[config.mk]
export PLATFORM = sky130hd
export DESIGN_NAME = ball_engine
export DESIGN_NICKNAME = d
export VERILOG_FILES = /design/src/rtl/breakout_pkg.sv /design/src/rtl/box_hit.sv /design/src/rtl/ball_engine.sv
export SDC_FILE = /design/constraint.sdc
export NUM_CORES = 1
export LEC_CHECK = 0
export CAP_MARGIN = 30
export CORE_MARGIN = 4
export CORE_UTILIZATION = 50
export CTS_CLUSTER_SIZE = 16
export DETAILED_ROUTE_END_ITERATION = 7
export PLACE_DENSITY_LB_ADDON = 0.05
export SLEW_MARGIN = 5
export SYNTH_ARGS = -nofsm -noshare
export SYNTH_HDL_FRONTEND = slang
export SYNTH_HIERARCHICAL = 1
export SYNTH_SLANG_ARGS = --single-unit
[constraint.sdc]
create_clock -name clk -period 4.1 [get_ports clk]
set_clock_uncertainty 0.1 [all_clocks]
set_input_delay 0.82 -clock clk [delete_from_list [all_inputs] [get_ports clk]]
set_output_delay 0.82 -clock clk [all_outputs]
set_load 0.03 [all_outputs]
[src/rtl/breakout_pkg.sv]
// Breakout shared definitions: screen geometry,
// ball states, direction encoding, serve helper.
package breakout_pkg;

  localparam int H_VISIBLE = 640;
  localparam int V_VISIBLE = 480;

  typedef enum logic [1:0] {
    SERVE,
    PLAY,
    LOST,
    GAMEOVER
  } ball_state_t;

  localparam logic DIR_POS = 1'b0;
  localparam logic DIR_NEG = 1'b1;

  // Ball left edge centred on the paddle, kept on screen.
  function automatic logic [9:0] serve_x(
    input logic [9:0] px,
    input int         pw,
    input int         bs
  );
    int c;
    c = int'(px) + pw / 2;
    c = (c < bs / 2) ? 0 : c - bs / 2;
    if (c > H_VISIBLE - bs) c = H_VISIBLE - bs;
    return 10'(c);
  endfunction

endpackage

[src/rtl/box_hit.sv]
// Combinational overlap test of two half-open
// rectangles [x, x+w) x [y, y+h).
module box_hit (
  input  logic [10:0] a_x,
  input  logic [10:0] a_y,
  input  logic [10:0] a_w,
  input  logic [10:0] a_h,
  input  logic [10:0] b_x,
  input  logic [10:0] b_y,
  input  logic [10:0] b_w,
  input  logic [10:0] b_h,
  output logic        hit
);

  logic ovl_x;
  logic ovl_y;

  assign ovl_x = (a_x < b_x + b_w) &&
                 (b_x < a_x + a_w);
  assign ovl_y = (a_y < b_y + b_h) &&
                 (b_y < a_y + a_h);
  assign hit   = ovl_x && ovl_y;

endmodule

[src/rtl/ball_engine.sv]
// Breakout ball stage: per-frame ball FSM and motion,
// plus registered per-pixel ball coverage.
module ball_engine
  import breakout_pkg::*;
#(
  parameter int BALL_SIZE   = 8,
  parameter int SPEED       = 2,
  parameter int PADDLE_Y    = 456,
  parameter int PADDLE_W    = 64,
  parameter int LIVES       = 3,
  parameter int LOST_FRAMES = 60
) (
  input  logic       clk,
  input  logic       rst,
  input  logic [9:0] hpos,
  input  logic [8:0] vpos,
  input  logic       active,
  input  logic       frame_pulse,
  input  logic [9:0] paddle_x,
  input  logic       launch,
  input  logic       bounce_v,
  output logic [9:0] ball_x,
  output logic [9:0] ball_y,
  output logic       ball_pixel,
  output logic [2:0] lives,
  output logic       game_over
);

  localparam int CW = $clog2(LOST_FRAMES + 1);

  localparam logic [10:0] SPD    = 11'(SPEED);
  localparam logic [10:0] BS     = 11'(BALL_SIZE);
  localparam logic [10:0] PW     = 11'(PADDLE_W);
  localparam logic [10:0] PY     = 11'(PADDLE_Y);
  localparam logic [10:0] X_MAX  =
    11'(H_VISIBLE - BALL_SIZE);
  localparam logic [10:0] Y_REST =
    11'(PADDLE_Y - BALL_SIZE);
  localparam logic [10:0] Y_MISS = 11'(V_VISIBLE);
  localparam logic [9:0]  X_RST  =
    10'(H_VISIBLE / 2 - BALL_SIZE / 2);
  localparam logic [2:0]  LIV    = 3'(LIVES);
  localparam logic [CW-1:0] LOST_LAST =
    CW'(LOST_FRAMES - 1);

  ball_state_t   state_q, state_d;
  logic          dx_q, dx_d;
  logic          dy_q, dy_d;
  logic [9:0]    x_q, x_d;
  logic [9:0]    y_q, y_d;
  logic [2:0]    lives_q, lives_d, lives_dec;
  logic [CW-1:0] cnt_q, cnt_d;
  logic          pend_q, pend_d;
  logic          pix_q, pix_d;

  logic [10:0]   x11, y11, nx, ny;
  logic [9:0]    srv_x;
  logic          hit_pix, hit_pad;
  logic          bounce, wall_top, pad_hit, shown;

  assign x11    = {1'b0, x_q};
  assign y11    = {1'b0, y_q};
  assign srv_x  = serve_x(paddle_x, PADDLE_W, BALL_SIZE);
  assign bounce = pend_q | bounce_v;

  // Current pixel as a 1x1 box against the ball.
  box_hit u_pix (
    .a_x ({1'b0, hpos}),
    .a_y ({2'b00, vpos}),
    .a_w (11'd1),
    .a_h (11'd1),
    .b_x (x11),
    .b_y (y11),
    .b_w (BS),
    .b_h (BS),
    .hit (hit_pix)
  );

  // Horizontal span only; rows are tested separately.
  box_hit u_pad (
    .a_x (x11),
    .a_y (11'd0),
    .a_w (BS),
    .a_h (11'd1),
    .b_x ({1'b0, paddle_x}),
    .b_y (11'd0),
    .b_w (PW),
    .b_h (11'd1),
    .hit (hit_pad)
  );

  assign wall_top = (dy_q == DIR_NEG) && (y11 < SPD);
  assign pad_hit  = (dy_q == DIR_POS) &&
                    (y11 + BS <= PY) &&
                    (y11 + SPD + BS > PY) &&
                    hit_pad;
  assign shown    = (state_q == SERVE) ||
                    (state_q == PLAY);
  assign pix_d    = active & shown & hit_pix;

  always_comb begin
    state_d   = state_q;
    dx_d      = dx_q;
    dy_d      = dy_q;
    x_d       = x_q;
    y_d       = y_q;
    lives_d   = lives_q;
    cnt_d     = cnt_q;
    pend_d    = pend_q | bounce_v;
    nx        = x11;
    ny        = y11;
    lives_dec = lives_q;
    if (frame_pulse) begin
      pend_d = 1'b0;
      unique case (state_q)
        SERVE: begin
          x_d = srv_x;
          y_d = Y_REST[9:0];
          if (launch) begin
            state_d = PLAY;
            dx_d    = DIR_POS;
            dy_d    = DIR_NEG;
          end
        end
        PLAY: begin
          if (dx_q == DIR_POS) begin
            if (x11 + SPD > X_MAX) begin
              nx   = X_MAX;
              dx_d = DIR_NEG;
            end else begin
              nx = x11 + SPD;
            end
          end else if (x11 < SPD) begin
            nx   = '0;
            dx_d = DIR_POS;
          end else begin
            nx = x11 - SPD;
          end
          // Priority: top wall, brick bounce, paddle.
          if (wall_top) begin
            ny   = '0;
            dy_d = DIR_POS;
          end else if (bounce) begin
            dy_d = ~dy_q;
            if (dy_q == DIR_NEG) ny = y11 + SPD;
            else if (y11 < SPD) ny = '0;
            else ny = y11 - SPD;
          end else if (pad_hit) begin
            ny   = Y_REST;
            dy_d = DIR_NEG;
          end else if (dy_q == DIR_POS) begin
            ny = y11 + SPD;
          end else begin
            ny = y11 - SPD;
          end
          x_d = nx[9:0];
          y_d = ny[9:0];
          if (ny >= Y_MISS) begin
            lives_dec = (lives_q == 3'd0) ?
                        3'd0 : lives_q - 3'd1;
            lives_d   = lives_dec;
            if (lives_dec == 3'd0) begin
              state_d = GAMEOVER;
            end else begin
              state_d = LOST;
              cnt_d   = '0;
            end
          end
        end
        LOST: begin
          if (cnt_q == LOST_LAST) begin
            state_d = SERVE;
            cnt_d   = '0;
            x_d     = srv_x;
            y_d     = Y_REST[9:0];
          end else begin
            cnt_d = cnt_q + CW'(1);
          end
        end
        GAMEOVER: begin
          if (launch) begin
            state_d = SERVE;
            lives_d = LIV;
            x_d     = srv_x;
            y_d     = Y_REST[9:0];
          end
        end
        default: ;
      endcase
    end
  end

  always_ff @(posedge clk or posedge rst) begin
    if (rst) begin
      state_q <= SERVE;
      dx_q    <= DIR_POS;
      dy_q    <= DIR_NEG;
      x_q     <= X_RST;
      y_q     <= Y_REST[9:0];
      lives_q <= LIV;
      cnt_q   <= '0;
      pend_q  <= 1'b0;
      pix_q   <= 1'b0;
    end else begin
      state_q <= state_d;
      dx_q    <= dx_d;
      dy_q    <= dy_d;
      x_q     <= x_d;
      y_q     <= y_d;
      lives_q <= lives_d;
      cnt_q   <= cnt_d;
      pend_q  <= pend_d;
      pix_q   <= pix_d;
    end
  end

  assign ball_x     = x_q;
  assign ball_y     = y_q;
  assign ball_pixel = pix_q;
  assign lives      = lives_q;
  assign game_over  = (state_q == GAMEOVER);

endmodule

==> results_tabular.tex, run 1 <==
\begin{tabular}{lr}
\hline
Metric & Value \\
\hline
\multicolumn{2}{l}{\textbf{Die}} \\
Floorplan die area & around 0.019 mm² \\
Horizontal extent of the die & 138.6 µm \\
Die Y-Extent & between 100 and 150 µm \\
Site Rows & between 40 and 50 \\
Ports placed on the boundary & 60 \\
Core Box Area & between 0.015 and 0.02 mm² \\
Starting Density & 51.21\% \\
\multicolumn{2}{l}{\textbf{Logic synthesis}} \\
Average cell area after synthesis & between 7 and 8 µm² \\
Synth Area in Simple Gates & 22.67\% \\
Synthesized netlist cell count & 1082 \\
Register bit count reported by yosys & 35 \\
Area contributors post-synth & ha\_1, dfrtp\_1, a21oi\_1, xor2\_1, xnor2\_1 \\
Top cell type by total area after synthesis & ha\_1 \\
Distinct cell type count after synthesis & 86 \\
Number of flops mapped to enable cells by yosys & 0 \\
Leading register cell type out of synthesis & dfrtp\_1 \\
Mux share of post-synthesis cell area & less than 1\% \\
Post-synthesis adder-cell area fraction & a little over a quarter \\
Async set or reset register ratio after synthesis & 100.0\% \\
Share of the synthesized area in compound gates (AO/OA/AOI/OAI) & between 20\% and 30\% \\
Portion of synthesized cell area occupied by the leading cell type & approximately 25\% \\
XOR/XNOR Fraction of Synth Area & between 10\% and 20\% \\
Post-synthesis sequential area ratio & approximately a tenth \\
Main combinational cell family by area after synthesis & adder cells \\
Netlist area before placement & 0.008523 mm² \\
Synthesis warning total & 6 \\
Most common cell in the synthesized netlist & ha\_1 \\
Commonest cells in the synthesized netlist & ha\_1, a21oi\_1, nand2\_1 \\
\multicolumn{2}{l}{\textbf{Worst hold path}} \\
Type of the tightest min-delay check & flop to flop \\
\multicolumn{2}{l}{\textbf{Place}} \\
Hpwl dp & around 18 mm \\
Port bufs & 59 \\
Last weighted congestion value of the routability-driven placer & 0.9397 \\
\multicolumn{2}{l}{\textbf{Detailed routing}} \\
Total DRC errors in the routed layout & 0 \\
Total via count in the routed design & 8725 \\
ANT nets after route & 0 \\
First-pass DRT Iterations & 5 \\
Routed vias/inst & 5.561 \\
Detailed-route wire length & 22.17 mm \\
Wire length per cell after detailed routing & $\sim$14 µm \\
Number of violations reported at the end of detailed-routing iteration 0 & 474 \\
\multicolumn{2}{l}{\textbf{STA}} \\
Setup Total Neg Slack & 0 ns \\
Final critical-path share of the clock period & 97.18\% \\
Unrepaired setup endpoints after global routing & yes \\
Headroom to the max-slew limit & 51.15\% \\
Hold Worst Slack & 0.4035 ns \\
Total of endpoints with negative setup slack in the final report & 0 \\
Worst Max-Slew Pin Slew & 0.7301 ns \\
Max Clock Freq & around 250 MHz \\
Number of pins with negative max-slew slack in the final report & 0 \\
Min Tclk post-route & roughly 4 ns \\
Final hold violation count & 0 \\
\multicolumn{2}{l}{\textbf{CTS}} \\
Number of buffers created by CTS & 5 \\
H-tree level count & 2 \\
Clock latency at the later pin of the worst-skew pair & $\sim$0.28 ns \\
Root buffer cell & clkbuf\_16 \\
Number of buffers on the longest clock path & 2 \\
TritonCTS clock tree & done \\
Clock slew at the register clock pins of the worst setup and hold paths & around 0.060 ns \\
Number of buffers inserted for hold repair after clock tree synthesis & 0 \\
Number of clock sinks & 35 \\
\multicolumn{2}{l}{\textbf{Setup path}} \\
Critical path class & flop to flop \\
Critical path data arrival time & 4.09 ns \\
Worst R2R Setup Slack & roughly 0.12 ns \\
Critical Path Sink Type & flop \\
Data required, critical path & between 4 and 5 ns \\
Category of the worst setup path launch point & flop \\
Largest fanout on the critical path & 7 \\
\multicolumn{2}{l}{\textbf{GRT}} \\
Total gr overflow & 0 \\
Vias in the first global route & between 8k and 9k \\
Global-route usage over all layers & approximately 22\% \\
Initial antenna violation count & 0 \\
Maximum number of pins on one net before global-route repair & 25 \\
Wire length of the first global-routing pass & 37.55 mm \\
\multicolumn{2}{l}{\textbf{Cells and area}} \\
Layout cells sized above 1 & a little over an eighth \\
Multi-input gate area & between 0.008 and 0.009 mm² \\
Total area of sequential cells & $\sim$890 µm² \\
Post-layout net count & approximately 1.6k \\
Area grow syn2layout & 27.05\% \\
Layout fillers & roughly 1.5k \\
\multicolumn{2}{l}{\textbf{Power and ir drop}} \\
Static leakage & between 4 and 5 nW \\
IR Drop Worst-Case VDD & 0.5051 mV \\
Pwr per Cell Area & about 510 mW/mm² \\
\multicolumn{2}{l}{\textbf{Job}} \\
Max cap viols & 0 \\
\multicolumn{2}{l}{\textbf{Status}} \\
Outcome & completed \\
\hline
\end{tabular}
-- state kept, by name, summed over array words and instances (netlist names) --
signal	count
ball_x	10
ball_y	10
ball_pixel	1
cnt_q	6
pend_q	1
state_q	2
dx_q	1
dy_q	1
lives	3
-- layout by cell type (no fill, tap or decap), types with 11 or more instances in the layout --
master	synthesis	final
clkdlybuf4s50_1	0	50
nor2b_1	11	11
dfrtp_1	24	24
and3_1	15	14
buf_4	2	68
o21bai_1	11	11
nand4_1	15	15
xnor2_1	44	44
a21oi_2	6	18
o21ai_1	6	11
nor2_1	83	82
or3_1	11	11
nor3_1	33	31
o211ai_1	12	12
inv_1	35	34
ha_1	169	154
conb_1	2	156
a211oi_1	17	14
o21ai_0	57	50
ha_4	0	11
nand3_1	41	40
a21oi_1	109	96
nand2_1	90	87
xor2_1	54	54
a21o_1	22	22
dfstp_2	11	11
-- cell families (layout without fill, tap and decap cells) --
group	count (synthesis)	in the layout
AO/OA/AOI/OAI	339	339
XOR/XNOR	98	98
adder cells (fa/ha/maj)	177	177
buffers and inverters	61	173
flip-flops	35	35
multiplexers	4	4
other	2	157
AND/OR/NAND/NOR	366	366
-- power breakdown --
part / switching (W) / internal, W
Sequential: 0.000279 / 0.000507
Combinational: 0.00248 / 0.00191
Clock: 0.000133 / 0.000224
Total: 0.00289 / 0.00264
-- worst paths after layout --
path                                               to             startpoint  cells after the start
worst max register to register   lives[0]$_DFFE_PP1P_  ball_x[3]$_DFFE_PP1P_                     17
worst max-delay path             lives[0]$_DFFE_PP1P_  ball_x[3]$_DFFE_PP1P_                     17
min in group asynchronous        cnt_q[1]$_DFFE_PP0P_                    rst                      2
max in group asynchronous       ball_y[6]$_DFFE_PP1P_                    rst                      3
worst min register to register   lives[1]$_DFFE_PP1P_   lives[1]$_DFFE_PP1P_                      2
worst min-delay path             lives[1]$_DFFE_PP1P_   lives[1]$_DFFE_PP1P_                      2
-- worst max-delay path, stage by stage, from the launching register on --
cell and delay, ns:
dfstp_2 0.55, ha_4 0.21, o21ai_4 0.16, o21bai_1 0.09, a21oi_2 0.18, o21bai_1 0.09
xnor2_1 0.16, ha_1 0.27, a21oi_1 0.15, o22ai_1 0.11, or4_4 0.52, a211oi_2 0.16
o2111a_2 0.27, o221ai_2 0.11, a311oi_2 0.24, nand3b_4 0.24, a22oi_2 0.09, o22a_1 0.22
-- per-layer routing --
layer / GRT usage (%) / wire [µm] / vias up
li1: - / - / 4500
met1: 32.83 / 11170 / 4000
met2: 36.82 / 9915 / 202
met3: 1.793 / 852 / 23
met4: 3.224 / 234 / 0
met5: 0 / 0 / -
-- stage by stage --
stage	utilization (%)	total power [W]	instance area, µm²	std cells	worst slack (ns)
after floorplan	-	0.003800	9110	1236	0.001877
after global placement	62.01	0.004826	10320	1552	-0.5432
after detailed placement	62.01	0.004892	10320	1552	-0.6285
after CTS	63.79	0.005348	10620	1563	-0.01299
after global routing	65.06	0.006113	10830	1568	-0.09786
final	65.07	0.005526	10830	1569	0.1158
-- final cells by class --
class	count	area share, %
Clock buffer	7	1.225
Inverter	35	1.213
Clock inverter	1	0.04622
Tap cell	220	2.542
Timing Repair Buffer	130	10.49
Antenna cell	1	0.02311
Multi-Input combinational cell	1140	76.25
Sequential cell	35	8.215
-- timing repair --
item,4_1_cts,5_1_grt
setup endpoints to repair,20,19
endpoints found under the hold margin,0,0
buffers inserted,3,4
gates cloned,0,0
gates resized for setup,41,38
pin swaps,37,39
Note: power is estimated with default switching activity, not from simulation.
==> inputs of run 2 (changes only) <==
--- a/config.mk
+++ b/config.mk
@@ -5,6 +5,7 @@
 export SDC_FILE = /design/constraint.sdc
 export NUM_CORES = 1
 export LEC_CHECK = 0
+export ABC_AREA = 1
 export CAP_MARGIN = 30
 export CORE_MARGIN = 4
 export CORE_UTILIZATION = 50
==> run 2 against run 1 <==
Compared with the run above:
- global-route usage increased by 0.42 points
- critical path depth is 9 higher
- register-to-register slack improved by 0.45 ns
- total power increased by 2.6%
- non-clock buffer count shrank 40
- count of clock-buffer cells in the layout fell by 1
- core utilization down 3.6 points
- sequential power shrank 2.9%
- via count increased by 12%
- combinational power increased by 4%
- hold slack better by 0.0049 ns
- critical path type is now primary input to flop
- largest cell class unchanged
==> results_tabular.tex, run 2 <==
\begin{tabular}{lr}
\hline
Metric & Value \\
\hline
\multicolumn{2}{l}{\textbf{Detailed routing}} \\
Wire length per cell after detailed routing & around 12 µm \\
ANT nets after route & 0 \\
Number of violations reported at the end of detailed-routing iteration 0 & $\sim$520 \\
Total via count in the routed design & between 9k and 10k \\
Detailed-route wire length & between 20 and 25 mm \\
Routed vias/inst & between 4 and 5 \\
Total DRC errors in the routed layout & 0 \\
First-pass DRT Iterations & 5 \\
\multicolumn{2}{l}{\textbf{CTS}} \\
Clock latency at the later pin of the worst-skew pair & between 0.2 and 0.3 ns \\
Root buffer cell & clkbuf\_16 \\
Number of buffers on the longest clock path & 2 \\
H-tree level count & 2 \\
Number of buffers inserted to repair setup after CTS & 0 \\
TritonCTS clock tree & done \\
Number of buffers inserted for hold repair after clock tree synthesis & 0 \\
Number of buffers created by CTS & 5 \\
Clock slew at the register clock pins of the worst setup and hold paths & 0.06 ns \\
Number of clock sinks & 35 \\
CTS-repair resized insts & 0 \\
\multicolumn{2}{l}{\textbf{GRT}} \\
Total gr overflow & 0 \\
Vias in the first global route & slightly above 9k \\
Wire length of the first global-routing pass & about 40 mm \\
Global-route usage over all layers & a little under a quarter \\
Maximum number of pins on one net before global-route repair & 36 \\
Initial antenna violation count & 0 \\
\multicolumn{2}{l}{\textbf{Logic synthesis}} \\
Most common cell in the synthesized netlist & nand2\_1 \\
Synthesized netlist cell count & $\sim$1.5k \\
Netlist area before placement & between 0.009 and 0.01 mm² \\
Synthesis warning total & 6 \\
Async set or reset register ratio after synthesis & 100.0\% \\
Post-synthesis sequential area ratio & a little under a tenth \\
Area contributors post-synth & ha\_1, nand2\_1, inv\_1, nor2\_1, dfrtp\_1 \\
Leading register cell type out of synthesis & dfrtp\_1 \\
Average cell area after synthesis & between 6 and 7 µm² \\
Distinct cell type count after synthesis & between 40 and 50 \\
Register bit count reported by yosys & 35 \\
Number of flops mapped to enable cells by yosys & 0 \\
Portion of synthesized cell area occupied by the leading cell type & approximately 23\% \\
Commonest cells in the synthesized netlist & nand2\_1, inv\_1, ha\_1 \\
Top cell type by total area after synthesis & ha\_1 \\
\multicolumn{2}{l}{\textbf{STA}} \\
Headroom to the max-slew limit & between 60 and 70\% \\
Setup WS post-layout & between 0.2 and 0.3 ns \\
Final hold violation count & 0 \\
Min Tclk post-route & approximately 3.8 ns \\
Final critical-path share of the clock period & around 90\% \\
Max Clock Freq & 262.9 MHz \\
Total of endpoints with negative setup slack in the final report & 0 \\
Number of pins with negative max-slew slack in the final report & 0 \\
Worst Max-Slew Pin Slew & 0.5804 ns \\
\multicolumn{2}{l}{\textbf{Die}} \\
Floorplan die area & $\sim$0.021 mm² \\
Core Box Area & between 0.015 and 0.02 mm² \\
Site Rows & between 40 and 50 \\
Horizontal extent of the die & approximately 140 µm \\
Ports placed on the boundary & 60 \\
Starting Density & 51.40\% \\
Die Y-Extent & between 100 and 150 µm \\
\multicolumn{2}{l}{\textbf{Cells and area}} \\
Final Non-Filler Cells & slightly below 2k \\
Multi-input gate area & 0.008284 mm² \\
Post-layout net count & slightly below 2k \\
Layout cells sized above 1 & 7.963\% \\
Leading cell type in the layout, fill and taps excluded & nand2\_1 \\
Total area of sequential cells & slightly below 900 µm² \\
Number of antenna repair diodes & 0 \\
Layout fillers & $\sim$1.8k \\
Most frequent cells in the layout & nand2\_1, inv\_1, ha\_1 \\
Area grow syn2layout & 19.57\% \\
\multicolumn{2}{l}{\textbf{Job}} \\
Max cap viols & 0 \\
\multicolumn{2}{l}{\textbf{Setup path}} \\
Cell with the largest stage delay on the worst path & clkdlybuf4s50\_1 \\
Count of buffering cells on the critical path with inverters included & 3 \\
Cell seen most often among critical-path stages & nand2\_1 \\
Setup crit start & paddle\_x[7] \\
Critical path class & primary input to flop \\
Startpoint of the most critical register-to-register path & ball\_x[4]\$\_DFFE\_PP1P\_ \\
Critical path data arrival time & about 3.9 ns \\
Category of the worst setup path launch point & primary input \\
Largest stage delay on the critical path & around 0.46 ns \\
Data required, critical path & about 4.2 ns \\
Largest fanout on the critical path & 4 \\
Kind of cell adding the most delay to the critical path & simple AND/OR/NAND/NOR gates \\
Critical Path Sink Type & flop \\
\multicolumn{2}{l}{\textbf{Place}} \\
Pre-CTS worst setup slack & -0.2085 ns \\
Number of instances in the placed design & 1953 \\
Last weighted congestion value of the routability-driven placer & $\sim$0.90 \\
Hpwl dp & between 15 and 20 mm \\
Port bufs & 59 \\
\multicolumn{2}{l}{\textbf{Worst hold path}} \\
Type of the tightest min-delay check & flop to flop \\
Startpoint of the lowest-slack hold path & lives[0]\$\_DFFE\_PP1P\_ \\
\multicolumn{2}{l}{\textbf{Power and ir drop}} \\
Pwr per Cell Area & 508.2 mW/mm² \\
IR Drop Worst-Case VDD & about 0.31 mV \\
Static leakage & 6.101 nW \\
\multicolumn{2}{l}{\textbf{Status}} \\
Outcome & completed \\
\hline
\end{tabular}
run 2: changes by cell type after synthesis, moves of 24 or more:
cell,previous run,this run
nand2_1,90,406
inv_1,35,181
nor2_1,83,165
nand3_1,41,106
nand4_1,15,44
nor3_1,33,6
o21ai_2,0,24
run 2: path summary, 6_finish.rpt:
| kind | end | slack [ns] | cells after the start |
|---|---|---|---|
| setup / recovery | cnt_q[3]$_DFFE_PP0P_ | 0.30 | 26 |
| hold / removal | lives[0]$_DFFE_PP1P_ | 0.41 | 2 |
| setup reg to reg | cnt_q[3]$_DFFE_PP0P_ | 0.57 | 25 |
| hold reg to reg | lives[0]$_DFFE_PP1P_ | 0.41 | 2 |
| max in group asynchronous | dy_q$_DFFE_PP1P_ | 2.71 | 3 |
| min in group asynchronous | ball_x[1]$_DFFE_PP0P_ | 0.84 | 3 |
run 2: metal layers:
layer / GRT usage (%) / routed length, µm / up-vias
met1: 31.12 / 11290 / 4310
met2: 39.77 / 10890 / 168
met5: 0 / 0 / -
met4: 4.320 / 326 / 0
met3: 1.653 / 785 / 26
li1: - / - / 5248
run 2: power by group:
group / internal, W / total, W / switching (W)
sequential: 0.000509 / 0.000762 / 0.000254
combinational: 0.00173 / 0.00454 / 0.00281
clock: 0.000224 / 0.000369 / 0.000144
total: 0.00246 / 0.00567 / 0.00320
run 2: metrics by stage:
stage	power, W	hold WS [ns]	setup TNS [ns]	util, %	cell area, µm²
finish	0.005668	0.4084	0	61.46	11150
global route	0.006395	0.4246	-0.003803	61.46	11150
global placement	0.005112	0.3916	-0.9672	60.43	10970
floorplan	0.004071	0.3678	0	-	9906
detailed placement	0.005160	0.4034	-2.146	60.43	10970
CTS	0.005544	0.4093	0	61.21	11110
run 2: final cells by class:
class	count	share of cell area, %
multi-input cells	1406	74.28
flip-flops and latches	35	7.976
repair buffers	90	7.382
inverters	194	6.529
well taps	229	2.569
clock buffers	6	1.155
clock inverters	2	0.1122
run 2: kinds of logic after synthesis:
kind of cell | Yosys count | share of synthesized area, %
simple gates | 764 | 35.14
fa+ha+maj | 177 | 24.39
xor+xnor | 88 | 8.263
other cells | 2 | 0.08051
compound gates | 220 | 14.26
flops | 35 | 9.537
buf+inv | 203 | 8.330
run 2: worst reg2reg max path: cells and delay by family (launching register included):
| family | cells | cell delay, ns |
|---|---|---|
| AOI/OAI and AO/OA | 3 | 0.38 |
| xor gates and xnor gates | 1 | 0.23 |
| adders and majority gates | 2 | 0.64 |
| buffers and inverters | 2 | 0.19 |
| DFF | 1 | 0.37 |
| and+or+nand+nor | 17 | 1.52 |
==> inputs of run 3 (changes only) <==
--- a/config.mk
+++ b/config.mk
@@ -11,6 +11,7 @@
 export CORE_UTILIZATION = 50
 export CTS_CLUSTER_SIZE = 16
 export DETAILED_ROUTE_END_ITERATION = 7
+export DONT_BUFFER_PORTS = 1
 export PLACE_DENSITY_LB_ADDON = 0.05
 export SLEW_MARGIN = 5
 export SYNTH_ARGS = -nofsm -noshare
==> run 3 against run 2 <==
Compared with the run above:
- hold slack better by 0.0012 ns
- fmax up 3.7%
- via count decreased by 2.6%
- flip-flop and latch count stayed put
- register-to-register slack worse by 0.14 ns
- first-iteration DRC count down 33%
- worst setup slack better by 0.14 ns
- highest routed layer unchanged
- largest cell class unchanged
- clock power rose by 2%
- core utilization is 4.1 points lower
==> results_tabular.tex, run 3 (same netlist as run 2, synthesis figures left out) <==
\begin{tabular}{lr}
\hline
Metric & Value \\
\hline
\multicolumn{2}{l}{\textbf{Die}} \\
Starting Density & 51.40\% \\
Site Rows & 49 \\
Floorplan die area & 0.02090 mm² \\
Ports placed on the boundary & 60 \\
Horizontal extent of the die & 144.6 µm \\
Core Box Area & 0.01815 mm² \\
Die Y-Extent & approximately 140 µm \\
\multicolumn{2}{l}{\textbf{Job}} \\
Max cap viols & 0 \\
\multicolumn{2}{l}{\textbf{Power and ir drop}} \\
IR Drop Worst-Case VDD & 0.2813 mV \\
Share of total power in combinational logic & approximately four fifths \\
Static leakage & approximately 5.8 nW \\
Int Pwr & $\sim$0.0023 W \\
P\_sw & between 0.003 and 0.004 W \\
Sequential cell fraction of total power & around 15\% \\
Net switching fraction of the power & slightly below 60\% \\
Clk pwr share & between 6 and 7\% \\
Pwr per Cell Area & about 530 mW/mm² \\
\multicolumn{2}{l}{\textbf{STA}} \\
Min Tclk post-route & 3.668 ns \\
Worst Max-Slew Pin Slew & $\sim$0.64 ns \\
Total of endpoints with negative setup slack in the final report & 0 \\
Final critical-path share of the clock period & a little under 90\% \\
Hold Worst Slack & 0.4097 ns \\
Max Clock Freq & 272.6 MHz \\
Headroom to the max-slew limit & a little under three fifths \\
Number of pins with negative max-slew slack in the final report & 0 \\
Unrepaired setup endpoints after global routing & no \\
Final hold violation count & 0 \\
Setup Total Neg Slack & 0 ns \\
\multicolumn{2}{l}{\textbf{Detailed routing}} \\
Sum of routed wire segments on met1 & around 11 mm \\
Met3 routed wirelength & 1.165 mm \\
Number of violations reported at the end of detailed-routing iteration 0 & approximately 350 \\
First-pass DRT Iterations & 5 \\
Routed vias/inst & around 5 \\
Wire length per cell after detailed routing & about 13 µm \\
Met2 wirelength from detailed routing & between 10 and 15 mm \\
ANT nets after route & 0 \\
Detailed-route wire length & approximately 24 mm \\
Highest layer used for signal routing & met4 \\
Total via count in the routed design & about 9.5k \\
Total DRC errors in the routed layout & 0 \\
\multicolumn{2}{l}{\textbf{GRT}} \\
Vias in the first global route & 8845 \\
Total gr overflow & 0 \\
Wire length of the first global-routing pass & about 40 mm \\
Global-route usage over all layers & a little under a quarter \\
Maximum number of pins on one net before global-route repair & 36 \\
Initial antenna violation count & 0 \\
\multicolumn{2}{l}{\textbf{Place}} \\
Port bufs & 0 \\
Hpwl dp & 19.74 mm \\
Last weighted congestion value of the routability-driven placer & 0.9318 \\
DP Area & approximately 0.010 mm² \\
\multicolumn{2}{l}{\textbf{Setup path}} \\
Largest fanout on the critical path & 9 \\
Cell seen most often among critical-path stages & nand2\_1 \\
Critical Path Sink Type & flop \\
Kind of cell adding the most delay to the critical path & simple AND/OR/NAND/NOR gates \\
Critical path, cell by cell & ha\_1 > o21ai\_2 > o21ai\_2 > xor2\_1 > ha\_1 > nand2\_1 > a21oi\_1 > nor2\_1 > nand2\_1 > nor2\_1 > nand2\_1 > nor2\_1 > nand2\_1 > nor2\_1 > nand2\_1 > nor2\_1 > nand3\_4 > nand3\_2 > nand2\_2 > inv\_2 > nand3\_4 > nand2\_4 > nand2\_1 > nand2\_1 \\
Data required, critical path & between 4 and 5 ns \\
Count of buffering cells on the critical path with inverters included & 1 \\
Critical path data arrival time & 3.79 ns \\
Category of the worst setup path launch point & flop \\
Critical path class & flop to flop \\
Largest stage delay on the critical path & about 0.54 ns \\
Cell with the largest stage delay on the worst path & dfstp\_2 \\
\multicolumn{2}{l}{\textbf{CTS}} \\
H-tree level count & 2 \\
Clock slew at the register clock pins of the worst setup and hold paths & approximately 0.060 ns \\
Number of buffers inserted for hold repair after clock tree synthesis & 0 \\
Number of clock sinks & 35 \\
Number of buffers created by CTS & 5 \\
Root buffer cell & clkbuf\_16 \\
TritonCTS clock tree & done \\
Number of buffers on the longest clock path & 2 \\
Number of buffers inserted to repair setup after CTS & 0 \\
CTS-repair resized insts & 0 \\
Clock latency at the later pin of the worst-skew pair & around 0.28 ns \\
\multicolumn{2}{l}{\textbf{Cells and area}} \\
Area grow syn2layout & 11.55\% \\
Number of antenna repair diodes & 0 \\
Leading cell type in the layout, fill and taps excluded & nand2\_1 \\
Post-route cell area & 0.01041 mm² \\
Most frequent cells in the layout & nand2\_1, inv\_1, ha\_1 \\
Core utilization of the finished layout & roughly 57\% \\
Layout cells sized above 1 & between 7 and 8\% \\
Post-layout net count & roughly 1.9k \\
\multicolumn{2}{l}{\textbf{Worst hold path}} \\
Type of the tightest min-delay check & flop to flop \\
\multicolumn{2}{l}{\textbf{Status}} \\
Outcome & completed \\
\hline
\end{tabular}
## run 3: power groups by stage
stage / clock, W / sequential, W / combinational [W]
2_1_floorplan: 0 / 0.000921 / 0.00315
3_3_place_gp: 0 / 0.000816 / 0.00410
3_5_place_dp: 0 / 0.000815 / 0.00415
4_1_cts: 0.000379 / 0.000811 / 0.00417
5_1_grt: 0.000401 / 0.000828 / 0.00493
6_report: 0.000376 / 0.000808 / 0.00429
## run 3: path summary, 6_finish.rpt
check / startpoint / to / slack (ns) / cells past startpoint
worst max-delay path: ball_x[3]$_DFFE_PP1P_ / cnt_q[3]$_DFFE_PP0P_ / 0.43 / 24
max in group asynchronous: rst / lives[1]$_DFFE_PP1P_ / 3.11 / 2
min in group asynchronous: rst / ball_x[0]$_DFFE_PP0P_ / 0.43 / 2
worst min-delay path: cnt_q[1]$_DFFE_PP0P_ / cnt_q[1]$_DFFE_PP0P_ / 0.41 / 2
worst min register to register: cnt_q[1]$_DFFE_PP0P_ / cnt_q[1]$_DFFE_PP0P_ / 0.41 / 2
worst max register to register: ball_x[3]$_DFFE_PP1P_ / cnt_q[3]$_DFFE_PP0P_ / 0.43 / 24
## run 3: metrics by stage
| step | setup slack [ns] | power, W | instances |
|---|---|---|---|
| 3_5_place_dp | 0.2926 | 0.004967 | 1879 |
| 4_1_cts | 0.4343 | 0.005364 | 1887 |
| 2_1_floorplan | 0.6012 | 0.004071 | 1643 |
| 6_report | 0.4317 | 0.005473 | 1887 |
| 3_3_place_gp | 0.3420 | 0.004920 | 1879 |
| 5_1_grt | 0.1533 | 0.006156 | 1887 |
## run 3: tightest hold or removal path, cell delays in order, from the launching register on
cell     delay [ns]
dfrtp_1        0.37
nand2_1        0.06
nand2_1        0.05
## run 3: routing by layer
| layer | GRT usage [%] | vias up |
|---|---|---|
| li1 | - | 5116 |
| met1 | 30.19 | 4185 |
| met2 | 40.45 | 180 |
| met3 | 3.406 | 20 |
| met4 | 2.995 | 0 |
| met5 | 0 | - |
## run 3: final cells by class
class / count / area, µm²
Clock inverter: 2 / 12.51
Tap cell: 229 / 286.5
Sequential cell: 35 / 889.6
Clock buffer: 6 / 128.9
Inverter: 194 / 728.2
Timing Repair Buffer: 16 / 120.1
Fill cell: 1861 / 7742
Multi-Input combinational cell: 1405 / 8239
